$ cat config.mk
export PLATFORM = sky130hd
export DESIGN_NAME = ifetch_queue
export DESIGN_NICKNAME = d
export VERILOG_FILES = /design/src/rtl/mips_pkg.sv /design/src/rtl/sync_fifo.sv /design/src/rtl/ifetch_queue.sv
export SDC_FILE = /design/constraint.sdc
export NUM_CORES = 1
export LEC_CHECK = 0
export ABC_AREA = 1
export BUFFER_PORTS_ARGS = -buffer_cell sky130_fd_sc_hd__buf_2
export CAP_MARGIN = 30
export CORE_ASPECT_RATIO = 0.9
export CORE_MARGIN = 3
export CORE_UTILIZATION = 52
export CTS_BUF_LIST = sky130_fd_sc_hd__clkbuf_8 sky130_fd_sc_hd__clkbuf_16
export CTS_CLUSTER_DIAMETER = 50
export CTS_CLUSTER_SIZE = 28
export DETAILED_ROUTE_END_ITERATION = 16
export PLACE_DENSITY = 0.8
export SLEW_MARGIN = 20
export SYNTH_ARGS = -nofsm -noshare
export SYNTH_HDL_FRONTEND = slang
export SYNTH_SLANG_ARGS = --single-unit
$ cat constraint.sdc
create_clock -name clk -period 4.75 [get_ports clk]
set_clock_uncertainty 0.05 [all_clocks]
set_input_delay 1.1875 -clock clk [delete_from_list [all_inputs] [get_ports clk]]
set_output_delay 1.1875 -clock clk [all_outputs]
set_load 0.05 [all_outputs]
$ cat src/rtl/mips_pkg.sv
// Shared definitions for the MIPS front end.
//   XLEN        machine word width in bits
//   WORD_BYTES  bytes per instruction word (fetch PC stride)
//   INST_NOP    word presented when no instruction is available
//   fetch_state_t  instruction-fetch sequencer states
//   align_word  clears the byte-offset bits of an address
package mips_pkg;

    localparam int XLEN       = 32;
    localparam int WORD_BYTES = 4;
    localparam logic [XLEN-1:0] INST_NOP = 32'h0000_0000;

    typedef enum logic [1:0] {
        IDLE = 2'd0,
        WAIT = 2'd1,
        DROP = 2'd2
    } fetch_state_t;

    // Masking keeps every address bit in use, so callers need not slice.
    function automatic logic [XLEN-1:0] align_word(input logic [XLEN-1:0] addr);
        return addr & ~XLEN'(WORD_BYTES - 1);
    endfunction

endpackage

$ cat src/rtl/sync_fifo.sv
// Single-clock FIFO with combinational head read.
//   clk        clock, all updates on posedge
//   rst        synchronous active-high reset (control state only)
//   clear      synchronous flush; wins over push and pop
//   push       write push_data at the tail (dropped only if full without pop)
//   push_data  DATA_W-bit entry
//   pop        remove head (ignored when empty)
//   pop_data   current head entry (undefined when empty)
//   full       DEPTH entries stored
//   empty      no entries stored
//   count      number of stored entries, 0..DEPTH
module sync_fifo #(
    parameter int DATA_W = 64,
    parameter int DEPTH  = 4,
    localparam int AW    = $clog2(DEPTH),
    localparam int CNT_W = AW + 1
) (
    input  logic              clk,
    input  logic              rst,
    input  logic              clear,
    input  logic              push,
    input  logic [DATA_W-1:0] push_data,
    input  logic              pop,
    output logic [DATA_W-1:0] pop_data,
    output logic              full,
    output logic              empty,
    output logic [CNT_W-1:0]  count
);

    logic [DATA_W-1:0] mem [DEPTH];
    logic [AW-1:0]     wr_ptr;
    logic [AW-1:0]     rd_ptr;
    logic              push_ok;
    logic              pop_ok;

    assign full  = (count == CNT_W'(DEPTH));
    assign empty = (count == '0);

    // A full FIFO still accepts a push when the head leaves in the same cycle.
    assign push_ok = push && (!full || pop);
    assign pop_ok  = pop && !empty;

    assign pop_data = mem[rd_ptr];

    // Pointers are AW bits wide and DEPTH is a power of two, so they wrap naturally.
    always_ff @(posedge clk) begin
        if (rst || clear) begin
            wr_ptr <= '0;
            rd_ptr <= '0;
            count  <= '0;
        end else begin
            if (push_ok) begin
                wr_ptr <= wr_ptr + AW'(1);
            end
            if (pop_ok) begin
                rd_ptr <= rd_ptr + AW'(1);
            end
            case ({push_ok, pop_ok})
                2'b10:   count <= count + CNT_W'(1);
                2'b01:   count <= count - CNT_W'(1);
                default: count <= count;
            endcase
        end
    end

    // Storage carries data only and is never reset.
    always_ff @(posedge clk) begin
        if (push_ok) begin
            mem[wr_ptr] <= push_data;
        end
    end

endmodule

$ cat src/rtl/ifetch_queue.sv
// Decoupled instruction-fetch front end.
// Owns the fetch PC, issues one word request at a time to instruction memory,
// queues returned words with their PCs, and hands them to decode over
// valid/ready. A redirect flushes the queue and restarts fetch at the target.
//   clk          clock
//   reset        synchronous active-high reset
//   redirect     taken branch/jump this cycle (highest priority)
//   redirect_pc  branch/jump target; low two bits ignored
//   imem_req     fetch request valid
//   imem_addr    word-aligned fetch address (equals fetch PC)
//   imem_ready   memory accepts the request this cycle
//   imem_rvalid  read data valid
//   imem_rdata   returned instruction word
//   inst_valid   queue head valid
//   instruction  head instruction, zero when empty
//   inst_pc      head PC, zero when empty
//   inst_ready   consumer takes the head this cycle
module ifetch_queue
    import mips_pkg::*;
#(
    parameter int              DEPTH    = 4,
    parameter logic [XLEN-1:0] RESET_PC = 32'h0000_0000
) (
    input  logic            clk,
    input  logic            reset,
    input  logic            redirect,
    input  logic [XLEN-1:0] redirect_pc,
    output logic            imem_req,
    output logic [XLEN-1:0] imem_addr,
    input  logic            imem_ready,
    input  logic            imem_rvalid,
    input  logic [XLEN-1:0] imem_rdata,
    output logic            inst_valid,
    output logic [XLEN-1:0] instruction,
    output logic [XLEN-1:0] inst_pc,
    input  logic            inst_ready
);

    localparam int CNT_W = $clog2(DEPTH) + 1;

    fetch_state_t      state_q, state_d;
    logic [XLEN-1:0]   fetch_pc_q, fetch_pc_d;
    logic [XLEN-1:0]   req_pc_q, req_pc_d;

    logic              q_push;
    logic              q_pop;
    logic              q_clear;
    logic [2*XLEN-1:0] q_head;
    logic              q_full;
    logic              q_empty;
    logic [CNT_W-1:0]  q_count;
    logic [CNT_W-1:0]  in_flight;
    logic              credit_ok;
    logic              accept;

    // An outstanding request already owns a slot, so it counts against space.
    assign in_flight = CNT_W'(state_q == WAIT);
    assign credit_ok = !q_full && ((q_count + in_flight) < CNT_W'(DEPTH));

    // Gating with reset keeps the request low while reset is held.
    assign imem_req  = (state_q == IDLE) && credit_ok && !redirect && !reset;
    assign imem_addr = fetch_pc_q;
    assign accept    = imem_req && imem_ready;

    // A redirect empties the queue, so a same-cycle pop is meaningless.
    assign q_clear = redirect;
    assign q_pop   = inst_ready && !q_empty && !redirect;

    always_comb begin
        state_d    = state_q;
        fetch_pc_d = fetch_pc_q;
        req_pc_d   = req_pc_q;
        q_push     = 1'b0;

        case (state_q)
            IDLE: begin
                if (accept) begin
                    req_pc_d   = fetch_pc_q;
                    fetch_pc_d = fetch_pc_q + XLEN'(WORD_BYTES);
                    state_d    = WAIT;
                end
            end
            WAIT: begin
                if (imem_rvalid && !redirect) begin
                    q_push  = 1'b1;
                    state_d = IDLE;
                end else if (redirect && !imem_rvalid) begin
                    // The response for the old path is still coming; swallow it.
                    state_d = DROP;
                end else if (redirect && imem_rvalid) begin
                    state_d = IDLE;
                end
            end
            DROP: begin
                if (imem_rvalid) begin
                    state_d = IDLE;
                end
            end
            default: state_d = IDLE;
        endcase

        // Redirect overrides any fetch-PC advance; accept cannot coincide with it.
        if (redirect) begin
            fetch_pc_d = align_word(redirect_pc);
        end
    end

    always_ff @(posedge clk) begin
        if (reset) begin
            state_q    <= IDLE;
            fetch_pc_q <= RESET_PC;
        end else begin
            state_q    <= state_d;
            fetch_pc_q <= fetch_pc_d;
        end
    end

    // Request PC is data that is only read after being written on accept.
    always_ff @(posedge clk) begin
        req_pc_q <= req_pc_d;
    end

    sync_fifo #(
        .DATA_W (2 * XLEN),
        .DEPTH  (DEPTH)
    ) u_queue (
        .clk       (clk),
        .rst       (reset),
        .clear     (q_clear),
        .push      (q_push),
        .push_data ({req_pc_q, imem_rdata}),
        .pop       (q_pop),
        .pop_data  (q_head),
        .full      (q_full),
        .empty     (q_empty),
        .count     (q_count)
    );

    assign inst_valid  = !q_empty;
    assign instruction = q_empty ? INST_NOP : q_head[XLEN-1:0];
    assign inst_pc     = q_empty ? '0 : q_head[2*XLEN-1:XLEN];

endmodule

==> out/results.ini <==
[worst_setup_path]
crit_required_ps=3510
cp_common_cell=nor2_1
max_stage_delay_ps=820
r2r.worst_path.cells=10
slowest_stage=dfxtp_4
cp_data_arrival_time_ps=2710
cp-end-kind=output pin
worst-path-max-fanout=65
crit_path_start_kind=register
criticalPathCategory=reg2out
worstPathCellList=buf_4, nor2_1, nor2_1, o21ai_0, a21oi_1, buf_2

[min_path]
hold_depth=2
hp-class=reg2reg

[cells_and_area]
design_area_sq_mm=0.01532
stdcell_count=1732
area_growth_pct=15.64
final_common_cell=nor2_1
nets=1453
antennaDiodeCount=0
layout_common_cells=nor2_1, edfxtp_1, nand2_1, buf_2, o21ai_0
drive_gt1_frac=0.1769

[sta]
slew_violations=0
relSlewSlack=0.3665
period_share=0.8315
whs_ps=414.4
worst_slack_ps=800.4
setup_viol=0
tns_ps=0
period_minus_slack_ps=3950
hold_viol=0
rsz0062_at_grt=no
tightestPinTransition_ps=946.8
fmax_mhz=253.2

[synth]
synthCells=1233
synth-simple-area-share=0.1533
yosysSeqAreaShare=0.6922
synthAdderAreaFrac=0.007179
synth_top_area_cell=edfxtp_1
yosysTopAreaCellShare=0.6302
synth-compound-area-share=0.1007
synth_top_family_by_area=simple AND/OR/NAND/NOR gates
ys_types=31
synth_enable_flop_cells=278
async_flop_share=0
ys_seq_elements=319
synth_mux_area_frac=0
synth.avg_cell_area_sq_um=10.74
synth_area_leaders=edfxtp_1, nor2_1, dfxtp_1, o21ai_0, nand2_1
syn-cell-area_sq_mm=0.01325
yosys_warnings=0
ys.flop_type=edfxtp_1
synthXorXnorAreaFrac=0.004628

[drt]
wl_per_cell_um=17.02
antenna_left=0
drtIter0Drc=870
drc=0
dr.pass1.iters=5
num_vias=9293
wl_mm=29.49
vias_per_cell=5.365

[cts]
clock-sinks=319
cts_max_path_buffers=3
postCtsSetupBuffers=0
cts_tree=done
path_clk_slew_ps=90
cts_hold_buf=0
clk-insertion-delay-late_ps=550
cts_max_level=1
cts_resized=0
cts_inserted_buffers=26
cts_root_buf=clkbuf_16

[place]
placed_cells=1684
dpl.hpwl_mm=17.48
place_area_sq_mm=0.01438
io_buffer_count=161
gp_congestion=0.9124
pre_cts_slack_ps=1320

[power]
p_leak_nw=5.620
power.density_mw_per_mm2=365.7
ir_worst_vdd_mv=0.3280

[floorplan]
rows=54
fp.dieW_um=174.2
dieArea_sq_mm=0.02743
io_pins=168
start_util=0.5371
fp.coreArea_sq_mm=0.02466
die_y_um=157.4

[outcome]
status=complete, no violations

[global_routing]
grt_usage=0.2102
grt_max_degree=67
antenna_found_initial=1
grt_pass1_wl_mm=45.73
grt_pass1_vias=8725
grt_overflow=0

[flow_run]
drv_cap=0

[state kept, by name (all words and copies together) (netlist names), named ones only]
signal,flops
imem_addr,30
req_pc_q,30
state_q,2
u_queue.count,3
u_queue.mem,248
u_queue.rd_ptr,2
u_queue.wr_ptr,2
[logic make-up (layout without fill, tap and decap cells)]
family                   after synthesis  count (layout)
other                                  1               4
XOR/XNOR                               7               7
flip-flops                           319             319
AND/OR/NAND/NOR                      513             513
adder cells (fa/ha/maj)                7               7
buffers and inverters                131             291
AO/OA/AOI/OAI                        255             255
[layer usage]
| layer | vias up | track usage | share of wire |
|---|---|---|---|
| met1 | 4340 | 0.2896 | 0.42 |
| li1 | 4505 | - | - |
| met4 | 2 | 0.04632 | 0.016 |
| met2 | 399 | 0.3537 | 0.47 |
| met3 | 47 | 0.03932 | 0.088 |
| met5 | - | 0 | 0.00034 |
[cells in the mapped netlist (4+ instances only)]
library cell,number
ha_1,6
xor2_1,5
buf_1,5
nand3_1,30
nand2_1,165
nor2_1,308
o21bai_1,4
buf_2,13
edfxtp_1,278
clkbuf_1,38
a21oi_1,82
a21oi_2,8
a31oi_1,10
inv_1,64
o21ai_0,149
buf_4,5
dfxtp_1,41
[final cells by class]
cell class                      count  area (sq um)
Fill cell                        1908          9343
Sequential cell                   319          9174
Multi-Input combinational cell    786          3566
Timing Repair Buffer              176         968.4
Clock buffer                       28         689.4
Tap cell                          336         420.4
Inverter                           67         251.5
Clock inverter                     20         249.0
[critical path, delay by kind of cell (launching register included)]
family,cells,cell delay (ps)
AO/OA/AOI/OAI,2,340
AND/OR/NAND/NOR,2,180
buffers and inverters,2,770
flip-flops,1,820
[through the flow]
step                      power [mW]    util
after global routing           5.791  0.6212
final                          5.602  0.6212
after detailed placement       3.405  0.5831
after CTS                      5.638  0.6212
after floorplan                3.314       -
after global placement         3.398  0.5831
[power breakdown]
| group | leakage, nW | total (mW) | switching, mW | internal [mW] |
|---|---|---|---|---|
| logic | 2.32 | 0.239 | 0.174 | 0.0646 |
| clock network | 0.454 | 2.26 | 1.12 | 1.14 |
| registers | 2.85 | 3.10 | 0.0428 | 3.06 |
[path summary, 6_finish.rpt]
check             slack (ps)                            from                             to
setup / recovery         800                        register                 instruction[1]
hold / removal           410  u_queue.rd_ptr[1]$_SDFFE_PP0P_                       register
setup reg to reg        2230   u_queue.count[0]$_SDFFE_PP0P_  u_queue.count[2]$_SDFFE_PP0P_
hold reg to reg          410  u_queue.rd_ptr[1]$_SDFFE_PP0P_                       register
(Power assumes the default switching activity.)
